## config.mk

```make
export PLATFORM = sky130hd
export DESIGN_NAME = irq_ctrl8
export DESIGN_NICKNAME = d
export VERILOG_FILES = /design/src/rtl/irq_ctrl8.sv
export SDC_FILE = /design/constraint.sdc
export NUM_CORES = 1
export LEC_CHECK = 0
export ABC_AREA = 1
export CAP_MARGIN = 25
export CELL_PAD_IN_SITES_DETAIL_PLACEMENT = 1
export CELL_PAD_IN_SITES_GLOBAL_PLACEMENT = 1
export CORE_ASPECT_RATIO = 0.7
export CORE_MARGIN = 5
export CORE_UTILIZATION = 34
export CTS_BUF_LIST = sky130_fd_sc_hd__clkbuf_4 sky130_fd_sc_hd__clkbuf_8
export CTS_CLUSTER_DIAMETER = 50
export DETAILED_ROUTE_END_ITERATION = 6
export GPL_TIMING_DRIVEN = 0
export HOLD_SLACK_MARGIN = 0.12
export PLACE_DENSITY_LB_ADDON = 0.1
export REMOVE_ABC_BUFFERS = 1
export SLEW_MARGIN = 20
export SYNTH_ARGS = -nofsm -noshare
export SYNTH_HDL_FRONTEND = slang
export SYNTH_SLANG_ARGS = --single-unit
```

## constraint.sdc

```tcl
create_clock -name clk -period 1.9 [get_ports clk]
set_input_delay 0.38 -clock clk [delete_from_list [all_inputs] [get_ports clk]]
set_output_delay 0.38 -clock clk [all_outputs]
set_load 0.05 [all_outputs]
```

## src/rtl/irq_ctrl8.sv

```systemverilog
// irq_ctrl8 -- 8-line priority interrupt controller with mask, pending latch and a
// three-state IDLE / ASSERT / SERVICE handshake towards the CPU.
//
// Build option:
//   IRQ_CTRL8_EDGE_EN  defined   -> requests are rising-edge sensitive (history register req_d)
//                      undefined -> requests are level sensitive (default)
//
// Ports:
//   clk        in   1  clock, all state on rising edge
//   rst        in   1  synchronous active-high reset
//   req        in   8  request lines, bit 7 highest priority
//   mask_we    in   1  load mask_din into the mask register
//   mask_din   in   8  new mask value, 1 = masked
//   int_ack    in   1  CPU acknowledge (ASSERT only)
//   eoi        in   1  end of interrupt (SERVICE only)
//   int_req    out  1  interrupt request to CPU (ASSERT)
//   int_vec    out  3  captured line number of current request / service
//   pending    out  8  pending register
//   in_service out  1  high in SERVICE
//   idle       out  1  no unmasked pending line
module irq_ctrl8 (
  input  logic       clk,
  input  logic       rst,
  input  logic [7:0] req,
  input  logic       mask_we,
  input  logic [7:0] mask_din,
  input  logic       int_ack,
  input  logic       eoi,
  output logic       int_req,
  output logic [2:0] int_vec,
  output logic [7:0] pending,
  output logic       in_service,
  output logic       idle
);

  localparam logic [1:0] StIdle    = 2'd0;
  localparam logic [1:0] StAssert  = 2'd1;
  localparam logic [1:0] StService = 2'd2;

  logic [1:0] state_q, state_d;
  logic [7:0] pending_q, pending_d;
  logic [7:0] mask_q;
  logic [2:0] vec_q, vec_d;
  logic [7:0] set_vec;
  logic [7:0] clr_vec;
  logic [7:0] active;
  logic [2:0] arb_vec;

`ifdef IRQ_CTRL8_EDGE_EN
  logic [7:0] req_d;

  always_ff @(posedge clk) begin
    if (rst) begin
      req_d <= 8'h00;
    end else begin
      req_d <= req;
    end
  end

  assign set_vec = req & ~req_d;
`else
  assign set_vec = req;
`endif

  assign active = pending_q & ~mask_q;

  // Highest-numbered unmasked pending line wins.
  always_comb begin
    arb_vec = 3'd0;
    for (int i = 0; i < 8; i++) begin
      if (active[i]) arb_vec = 3'(i);
    end
  end

  // Acknowledge clears the captured line; a same-edge set overrides it.
  always_comb begin
    clr_vec = 8'h00;
    if (state_q == StAssert && int_ack) clr_vec = 8'h01 << vec_q;
    pending_d = (pending_q & ~clr_vec) | set_vec;
  end

  always_comb begin
    state_d = state_q;
    vec_d   = vec_q;
    case (state_q)
      StIdle: begin
        if (active != 8'h00) begin
          state_d = StAssert;
          vec_d   = arb_vec;
        end
      end
      StAssert: begin
        if (int_ack) state_d = StService;
      end
      StService: begin
        if (eoi) state_d = StIdle;
      end
      default: state_d = StIdle;
    endcase
  end

  always_ff @(posedge clk) begin
    if (rst) begin
      state_q   <= StIdle;
      pending_q <= 8'h00;
      mask_q    <= 8'hFF;
      vec_q     <= 3'd0;
    end else begin
      state_q   <= state_d;
      pending_q <= pending_d;
      vec_q     <= vec_d;
      if (mask_we) mask_q <= mask_din;
    end
  end

  assign int_req    = (state_q == StAssert);
  assign in_service = (state_q == StService);
  assign int_vec    = vec_q;
  assign pending    = pending_q;
  assign idle       = (active == 8'h00);

endmodule

```

# After elaboration in Yosys (flattened, before gate mapping)
# Cells that the tools add are included.
# Widths: inputs -> output; s select.
op_classes:
  n_eq_ne: 5
  shift: 1
  mux: 12
  n_bitwise: 5
  reduce_logical: 6
ops:
  columns: ["cell", "count"]
  rows:
  - ["$mux 3", 6]
  - ["$and 8x8->8", 2]
  - ["$not 8->8", 2]
  - ["$logic_not 8->1", 1]
  - ["$mux 8", 1]
  - ["$or 8x8->8", 1]
  - ["$reduce_bool 8->1", 1]
  - ["$shl 1x3->8 const A", 1]
  - ["$mux 2", 3]
  - ["$ne 2x2->1 const B", 3]
  - ["$pmux 2 s3", 1]
  - ["$reduce_and 3->1", 1]
  - ["$eq 2x1->1 const B", 1]
  - ["$eq 2x2->1 const B", 1]
  - ["$logic_not 2->1", 1]
  - ["$reduce_and 2->1", 1]
  - ["$logic_and 1x1->1", 1]
  - ["$mux 1", 1]
word_totals:
  ff_bits: 21
  inputBits: 21
  out_inout_bits: 14
  word_cells: 33

# Depth between registers and ports, before layout
# Gate-level depths: netlist (run 1).
depth:
  ltp_word: 9
  ltp_mapped: 9
  ltp_nobuf: 9

# Worst setup path before layout (run 1)
# No wires, ideal clock.
synth_timing:
  path_kind: "register to output"
  startpoint: "register pending_q[7] (netlist: pending[7])"
  endpoint: "output idle"
  arrival_ns: 1.214
  required_time_ns: 1.520
  setup_slack_ns: 0.306
  stages_incl_launch_ff: 6
  path_buffers: 0
  cell_sequence: "dfxtp_1 > nand2_1 > nand2_2 > nor2_2 > nand2_2 > inv_1"
synth_between:
  elab_chain_cells: 2
synth_rtl:
  columns: ["element", "line", "text"]
  rows:
  - ["from (decl)", "41", "logic [7:0] pending_q, pending_d;"]
  - ["from (signal assigned)", "110", "pending_q <= pending_d;"]
  - ["$and 8x8->8", "65", "assign active = pending_q & ~mask_q;"]
  - ["$logic_not 8->1", "120", "assign idle = (active == 8'h00);"]
  - ["to (decl)", "33", "output logic idle"]
# Every way passes these cells.

# Worst setup path after layout (run 1)
layout_timing:
  startpoint: "register pending_q[4] (netlist: pending[4])"
  endpoint: "output pending[4]"
layout_rtl:
  columns: ["element", "line", "text"]
  rows:
  - ["to (decl)", "31", "output logic [7:0] pending,"]
# No word-level cell between the ends.

==> flow_summary_export.csv, run 1 <==
group,metric,value,unit
place,gp_congestion,0.724,
finish,area_growth,44.1,%
synthesis,yosysSeqAreaShare,0.438,
sta,hold-worst-slack,490,ps
grt,groute.usage.overall,0.163,
power,power_frac_clock,0.254,
finish,layout-drive-gt1-share,0.133,
worst_setup_path,crit_type,"reg -> out",
synthesis,ys_ff_latch,21,
finish,diodes,0,
synthesis,synth_edf_count,0,
sta,rsz0062_at_grt,"no",
power,leakage,0.000688,uW
detailed_routing,wire_per_inst,14.6,um
grt,grt_pass1_wl,4730,um
worst_setup_path,end_kind,"primary output",
power,vdd_ir_drop_max,0.000540,V
place,placed_cell_area,1330,um2
clocking,cts.path.max_buffers,2,
finish,fillers,333,
sta,setup_viol,0,
grt,grt_pass1_vias,986,
clocking,cts.htree.levels,1,
power,internal-power,773,uW
synthesis,synthCells,131,
synthesis,synth_top_family_by_area,"simple AND/OR/NAND/NOR gates",
finish,nets,188,
detailed_routing,postRouteAntennaNets,0,
synthesis,synth_most_common_cell,"inv_1",
detailed_routing,dr.pass1.iters,4,
worst_setup_path,path_delay_family,"buffers and inverters",
detailed_routing,vias_per_cell,4.78,
clocking,cts.sinks,21,
detailed_routing,drt_wl_total,2960,um
synthesis,synthSimpleGateAreaFrac,0.243,
detailed_routing,first_iter_violations,54,
power,net-switching-power,416,uW
floorplanning,fp-row-count,16,
finish,multi_input_area,429,um2
hold_path,holdPathStages,2,
power,swShare,0.350,
worst_setup_path,cp_slowest_cell,"clkdlybuf4s50_1",
synthesis,synthXorXnorAreaFrac,0,
grt,grt_max_degree,21,
place,place_ws,-37.8,ps
place,numPortBuffers,34,
worst_setup_path,critPathBufInv,1,
synthesis,synthDistinctLibCells,17,
synthesis,yosys_warnings,0,
grt,antenna_found_initial,0,
clocking,clock_latency,260,ps
worst_setup_path,cpPeakStageDelay,830,ps
worst_setup_path,crit_required,1520,ps
worst_setup_path,cp-start-kind,"flop",
place,hpwl,2330,um
synthesis,synth_adder_area_share,0,
synthesis,synth-compound-area-share,0.205,
detailed_routing,via_count,966,
worst_setup_path,crit_fanout,3,
floorplanning,io_pins,35,
synthesis,yosys_most_used_dff,"dfxtp_1",
sta,setup_ws,33.5,ps
synthesis,netlist_top_cells_count,"inv_1, dfxtp_1, a21oi_1, nand2_1, nor2_1",
synthesis,avgSynthCellArea,7.33,um2
detailed_routing,drc,0,
worst_setup_path,arrival,1490,ps
floorplanning,die_x,73.5,um
clocking,numCtsBuffers,3,
synthesis,yosysTopAreaCellShare,0.438,
power,power_density,860,nW/um2
sta,fmax,536,MHz
worst_setup_path,crit_chain,"clkdlybuf4s50_1",
sta,relSlewSlack,0.465,
sta,slew_violations,0,
run_status,status,"complete, no violations",
floorplanning,core,2740,um2
power,p_comb_frac,0.314,
sta,post-route-period-util,0.982,
sta,worstMarginPinSlew,800,ps
synthesis,synth_area_leader_cell,"dfxtp_1",
synthesis,async_reset_ff_frac,0,
power,total_power,1190,uW
synthesis,synth.area.top_cells,"dfxtp_1, inv_1, a21oi_1",
clocking,root_buffer,"clkbuf_8",
run,cap_violations,0,
synthesis,synth.area.mux_share,0,
clocking,path_clk_slew,70,ps
sta,period_minus_slack,1870,ps
floorplanning,dieArea,4000,um2
clocking,cts_tree,"yes",
floorplanning,fp.dieH,54.5,um
synthesis,synth_area,960,um2
worst_setup_path,reg2regPathDepth,3,
sta,fin_skew,4.39,ps
power,p_seq_frac,0.432,
worst_setup_path,cp_num_cells,1,
floorplanning,initial_utilization,0.350,
finish,final-seq-area,420,um2
grt,overflow,0,
sta,fin_setup_tns,0,ps
sta,hold_viol,0,
finish,stdcell_area,1380,um2
hold_path,hp-class,"reg -> reg",
-- final cells by class --
type / count / area share
Tap cell: 36 / 0.0326
Timing Repair Buffer: 34 / 0.247
Sequential cell: 21 / 0.304
Clock buffer: 4 / 0.0353
Multi-Input combinational cell: 81 / 0.310
Inverter: 26 / 0.0706
-- tightest hold or removal path, delay by kind of cell (launching register included) --
family          cells  cell delay, ps
buf+inv             1              70
flops               1             300
compound gates      1              70
-- placed cells by master, fill, tap and decap left out --
cell type / netlist / routed
a21oi_2: 1 / 1
nand2_4: 2 / 2
nand2_2: 9 / 9
dlymetal6s2s_1: 0 / 2
nor2_4: 1 / 1
inv_1: 25 / 25
nor3_2: 1 / 1
o21ai_0: 9 / 9
inv_2: 1 / 1
nor2_2: 2 / 2
clkdlybuf4s50_1: 0 / 28
clkbuf_8: 0 / 3
clkdlybuf4s18_2: 0 / 1
nand3_1: 3 / 3
nand2_1: 18 / 18
nor2_1: 10 / 10
a21oi_1: 18 / 18
clkbuf_4: 0 / 1
dlygate4sd2_1: 0 / 3
o31ai_1: 7 / 7
dfxtp_1: 21 / 21
-- power by group through the flow --
stage               clock network (uW)  logic [uW]  registers, uW
detailed placement                   0         380            523
floorplan                            0         154            593
finish                             302         373            514
global placement                     0         368            522
global route                       329         404            518
CTS                                313         378            513
-- path summary, 6_finish.rpt --
| check | startpoint | to | slack [ps] |
|---|---|---|---|
| worst min-delay path | mask_q[3] | mask_q[3] | 490 |
| worst min register to register | mask_q[3] | mask_q[3] | 490 |
| worst max register to register | int_vec[2] | pending[4] | 670 |
| worst max-delay path | pending[4] | pending[4] | 30 |
-- metal layers --
| metal | track usage | share of wire | up-vias |
|---|---|---|---|
| met5 | 0 | 0 | - |
| met4 | 0.0723 | 0.024 | 0 |
| met3 | 0.0422 | 0.049 | 8 |
| met2 | 0.266 | 0.44 | 29 |
| met1 | 0.204 | 0.49 | 442 |
| li1 | - | - | 487 |
-- cell families (layout without fill, tap and decap cells) --
logic type,count (synthesis),count (layout)
AO/OA/AOI/OAI,35,35
buffers and inverters,29,64
flip-flops,21,21
AND/OR/NAND/NOR,46,46
-- through the flow --
stage	util	cells
detailed placement	0.486	198
global placement	0.486	198
global route	0.504	202
CTS	0.503	202
finish	0.504	202
floorplan	-	128
-- sequential cells by signal, indices dropped and copies added (netlist names) --
signal and count:
pending 8, mask_q 8, state_q 2, int_vec 3
-- timing repair --
action,CTS,global route
resized for setup,6,3
endpoints found under the setup margin,4,3
setup buffers,0,0
hold buffers,0,0
hold endpoints to repair,0,0
Note: power is estimated with default switching activity, not from simulation.
==> inputs of run 2 (changes only) <==
--- a/config.mk
+++ b/config.mk
@@ -10,7 +10,6 @@
 export CELL_PAD_IN_SITES_DETAIL_PLACEMENT = 1
 export CELL_PAD_IN_SITES_GLOBAL_PLACEMENT = 1
 export CORE_ASPECT_RATIO = 0.7
-export CORE_MARGIN = 5
 export CORE_UTILIZATION = 34
 export CTS_BUF_LIST = sky130_fd_sc_hd__clkbuf_4 sky130_fd_sc_hd__clkbuf_8
 export CTS_CLUSTER_DIAMETER = 50
==> constraint.sdc (replaced) <==
create_clock -name clk -period 1.9 [get_ports clk]
set_input_delay 0.19 -clock clk [delete_from_list [all_inputs] [get_ports clk]]
set_output_delay 0.19 -clock clk [all_outputs]
set_load 0.05 [all_outputs]
==> run 2 against run 1 <==
Compared with the run above:
- global-route usage rose by 3.0 points
- sequential share of layout area rose by 0.11 points
- die area fell by 24%
- cell area fell by 0.36%
- register-to-register slack barely moved
- clock-buffer cell count fell by 1
- critical path type unchanged
==> flow_summary_export.csv, run 2 (same netlist as run 1, synthesis figures left out) <==
group,metric,value,unit
run_status,status,"complete, no violations",
finish,layout_common_cells,"clkdlybuf4s50_1, inv_1, dfxtp_1",
clocking,cts.path.max_buffers,2,
clocking,hold_buffers,0,
hold_path,hold-path-endpoint,"pending[2]",
sta,post-route-period-util,0.961,
detailed_routing,wire_per_inst,12.6,um
worst_setup_path,r2r_end,"pending[6]",
finish,diodes,0,
finish,layout-drive-gt1-share,0.127,
place,placed_cell_area,1330,um2
floorplanning,dieArea,3040,um2
sta,relSlewSlack,0.488,
floorplanning,die_x,65.5,um
finish,stdcell_count,200,
place,dp.cells,196,
detailed_routing,vias_per_cell,4.66,
power,vdd_ir_drop_max,0.000390,V
floorplanning,fp-row-count,15,
sta,hold_viol,0,
clocking,numCtsBuffers,3,
worst_setup_path,reg2regPathDepth,3,
floorplanning,io_pins,35,
finish,stdcell_area,1380,um2
detailed_routing,dr.pass1.iters,2,
sta,setup_viol,0,
sta,fmax,548,MHz
detailed_routing,drt_wl_total,2510,um
worst_setup_path,crit_required,1710,ps
worst_setup_path,r2r_start,"int_vec[2]",
sta,fin_skew,3.48,ps
hold_path,holdPathStages,3,
worst_setup_path,crit_type,"reg -> out",
power,leakage,0.000665,uW
run,cap_violations,0,
worst_setup_path,arrival,1640,ps
clocking,root_buffer,"clkbuf_8",
finish,layout_commonest_cell,"clkdlybuf4s50_1",
sta,worstMarginPinSlew,765,ps
grt,groute.usage.overall,0.193,
place,gp_congestion,0.826,
detailed_routing,first_iter_violations,40,
worst_setup_path,end_kind,"primary output",
floorplanning,initial_utilization,0.373,
grt,antenna_found_initial,0,
clocking,cts.sinks,21,
hold_path,hp-class,"in -> reg",
floorplanning,fp.dieH,46.5,um
worst_setup_path,cp-start-kind,"flop",
detailed_routing,drc,0,
place,numPortBuffers,34,
finish,area_growth,43.5,%
detailed_routing,postRouteAntennaNets,0,
detailed_routing,via_count,932,
clocking,clock_latency,260,ps
clocking,path_clk_slew,80,ps
hold_path,holdCritStartpoint,"req[2]",
worst_setup_path,crit_fanout,3,
clocking,cts.htree.levels,1,
clocking,cts_setup_buffers,0,
grt,grt_max_degree,21,
place,hpwl,1930,um
grt,grt_pass1_vias,951,
sta,period_minus_slack,1830,ps
floorplanning,core,2570,um2
sta,fin_setup_tns,0,ps
finish,nets,188,
grt,overflow,0,
worst_setup_path,r2r_setup_slack,660,ps
sta,rsz0062_at_grt,"no",
power,power_density,850,nW/um2
grt,grt_pass1_wl,4240,um
clocking,cts_tree,"yes",
sta,slew_violations,0,
## run 2: metal layers
metal / vias to the layer above / part of all wire / GRT usage
li1: 489 / - / -
met5: - / 0 / 0
met4: 0 / 0.012 / 0.0652
met2: 24 / 0.42 / 0.313
met3: 5 / 0.052 / 0.0470
met1: 414 / 0.51 / 0.253
## run 2: critical path: stages, from the launching register on
cell	delay, ps
dfxtp_1	390
inv_2	60
nor2_4	110
clkdlybuf4s50_1	810
## run 2: report_power, final
group,switching (uW),internal (uW),total [uW]
clock,145,146,291
combinational,233,134,367
sequential,34.1,479,513
## run 2: timing repair
action	in CTS	in global routing
endpoints found under the hold margin	0	0
resized for setup	1	1
endpoints found under the setup margin	1	1
pin swaps	0	0
cloned	0	0
## run 2: area by class of cell
class                   instances  area [um2]
fillers                       317        1190
multi-input cells              81         429
flip-flops and latches         21         420
repair buffers                 34         342
inverters                      26        97.6
well taps                      34        42.5
clock buffers                   3        41.3
clock inverters                 1        5.00
## run 2: how the worst max path moves through the flow
stage	start	to	slack, ps	cells past startpoint
2_1_floorplan	pending[7]	idle	500	5
4_1_cts	state_q[1]	in_service	40	3
3_5_place_dp	mask_q[7]	idle	140	7
5_1_grt	state_q[0]	int_req	3	3
6_report	state_q[0]	int_req	70	3
3_3_place_gp	pending[2]	idle	180	6
## run 2: metrics by stage
stage	util	worst slack [ps]	power (uW)	hold WS (ps)
5_1_grt	0.536	3.46	1240	474
3_3_place_gp	0.517	176	886	457
2_1_floorplan	-	496	747	252
4_1_cts	0.535	36.0	1190	467
3_5_place_dp	0.517	136	893	479
6_report	0.536	73.8	1170	472
==> inputs of run 3 (changes only) <==
--- a/config.mk
+++ b/config.mk
@@ -17,6 +17,7 @@
 export GPL_TIMING_DRIVEN = 0
 export HOLD_SLACK_MARGIN = 0.12
 export PLACE_DENSITY_LB_ADDON = 0.1
+export RECOVER_POWER = 25
 export REMOVE_ABC_BUFFERS = 1
 export SLEW_MARGIN = 20
 export SYNTH_ARGS = -nofsm -noshare
==> run 3 against run 2 <==
Compared with the run above:
- combinational power about the same
- clock power about the same
- utilization unchanged
- critical path type unchanged
- critical endpoint unchanged
- largest power group unchanged
==> flow_summary_export.csv, run 3 (same netlist as run 1, synthesis figures left out) <==
group,metric,value,unit
power,vdd_ir_drop_max,0.000390,V
clocking,path_clk_slew,80,ps
finish,diodes,0,
finish,final-seq-area,420,um2
floorplanning,fp.dieH,46.5,um
run_status,status,"complete, no violations",
floorplanning,io_pins,35,
sta,post-route-period-util,0.961,
place,gp_congestion,0.826,
worst_setup_path,r2r_setup_slack,660,ps
finish,nets,188,
clocking,hold_buffers,0,
clocking,clock_latency,260,ps
worst_setup_path,arrival,1640,ps
finish,layout_common_cells,"clkdlybuf4s50_1, inv_1, dfxtp_1",
clocking,cts.sinks,21,
sta,fin_skew,3.48,ps
sta,fmax,548,MHz
worst_setup_path,r2r_end,"pending[6]",
finish,layout_commonest_cell,"clkdlybuf4s50_1",
sta,setup_viol,0,
sta,relSlewSlack,0.483,
grt,overflow,0,
sta,period_minus_slack,1830,ps
hold_path,holdPathStages,3,
hold_path,hp-class,"in -> reg",
worst_setup_path,r2r_start,"int_vec[2]",
clocking,cts.path.max_buffers,2,
clocking,post_cts_resized,1,
finish,multi_input_area,429,um2
detailed_routing,wire_per_inst,12.6,um
clocking,cts_tree,"yes",
hold_path,hold-path-endpoint,"pending[2]",
detailed_routing,via_count,932,
clocking,cts_setup_buffers,0,
sta,rsz0062_at_grt,"no",
floorplanning,core,2570,um2
floorplanning,fp-row-count,15,
clocking,root_buffer,"clkbuf_8",
detailed_routing,first_iter_violations,40,
worst_setup_path,reg2regPathDepth,3,
detailed_routing,vias_per_cell,4.66,
grt,grt_pass1_vias,951,
worst_setup_path,crit_fanout,3,
grt,antenna_found_initial,0,
finish,fillers,317,
worst_setup_path,end_kind,"primary output",
grt,grt_pass1_wl,4240,um
sta,slew_violations,0,
clocking,numCtsBuffers,3,
sta,worstMarginPinSlew,773,ps
worst_setup_path,critPathBufInv,2,
place,hpwl,1930,um
detailed_routing,postRouteAntennaNets,0,
worst_setup_path,crit_type,"reg -> out",
place,numPortBuffers,34,
finish,area_growth,43.5,%
grt,grt_max_degree,21,
sta,fin_setup_tns,0,ps
finish,layout-drive-gt1-share,0.127,
floorplanning,dieArea,3040,um2
floorplanning,initial_utilization,0.373,
clocking,cts.htree.levels,1,
sta,hold_viol,0,
worst_setup_path,path_delay_family,"buffers and inverters",
detailed_routing,drc,0,
worst_setup_path,crit_chain,"inv_2 > nor2_4 > clkdlybuf4s50_1",
power,leakage,0.000665,uW
hold_path,holdCritStartpoint,"req[2]",
detailed_routing,dr.pass1.iters,2,
power,power_density,849,nW/um2
worst_setup_path,cp-start-kind,"flop",
sta,hold-worst-slack,472,ps
detailed_routing,drt_wl_total,2510,um
run,cap_violations,0,
worst_setup_path,crit_required,1710,ps
worst_setup_path,cpPeakStageDelay,810,ps
floorplanning,die_x,65.5,um
grt,groute.usage.overall,0.193,
worst_setup_path,cp_slowest_cell,"clkdlybuf4s50_1",
run 3: routing by layer:
layer	routed length, um	global-route usage	part of all wire
met4	30	0.0652	0.012
met1	1290	0.253	0.51
met2	1060	0.313	0.42
met3	131	0.0470	0.052
met5	0	0	0
run 3: how the worst max path moves through the flow:
stage | cells after the start | slack (ps) | from | endpoint
3_5_place_dp | 7 | 140 | mask_q[7] | idle
2_1_floorplan | 5 | 500 | pending[7] | idle
3_3_place_gp | 6 | 180 | pending[2] | idle
5_1_grt | 3 | 3 | state_q[0] | int_req
6_report | 3 | 70 | state_q[0] | int_req
4_1_cts | 3 | 40 | state_q[1] | in_service
run 3: worst min-delay path, cell delays in order:
cell and delay, ps:
clkdlybuf4s50_1 390, inv_1 50, a21oi_1 50
run 3: layout make-up:
type | instances | share of cell area
flip-flops and latches | 21 | 0.305
clock buffers | 3 | 0.0300
well taps | 34 | 0.0309
clock inverters | 1 | 0.00363
multi-input cells | 81 | 0.312
repair buffers | 34 | 0.248
inverters | 26 | 0.0708
run 3: power by group:
| part | internal, uW | total (uW) | switching, uW |
|---|---|---|---|
| logic | 133 | 366 | 233 |
| clock network | 146 | 291 | 145 |
| registers | 479 | 513 | 34.1 |
run 3: through the flow:
step / worst slack, ps / utilization / total power (uW) / std cells / instance area [um2]
after CTS: 36.0 / 0.535 / 1190 / 200 / 1380
after global routing: 3.46 / 0.536 / 1240 / 200 / 1380
after detailed placement: 136 / 0.517 / 893 / 196 / 1330
after global placement: 176 / 0.517 / 886 / 196 / 1330
final: 73.8 / 0.536 / 1170 / 200 / 1380
after floorplan: 496 / - / 747 / 128 / 947
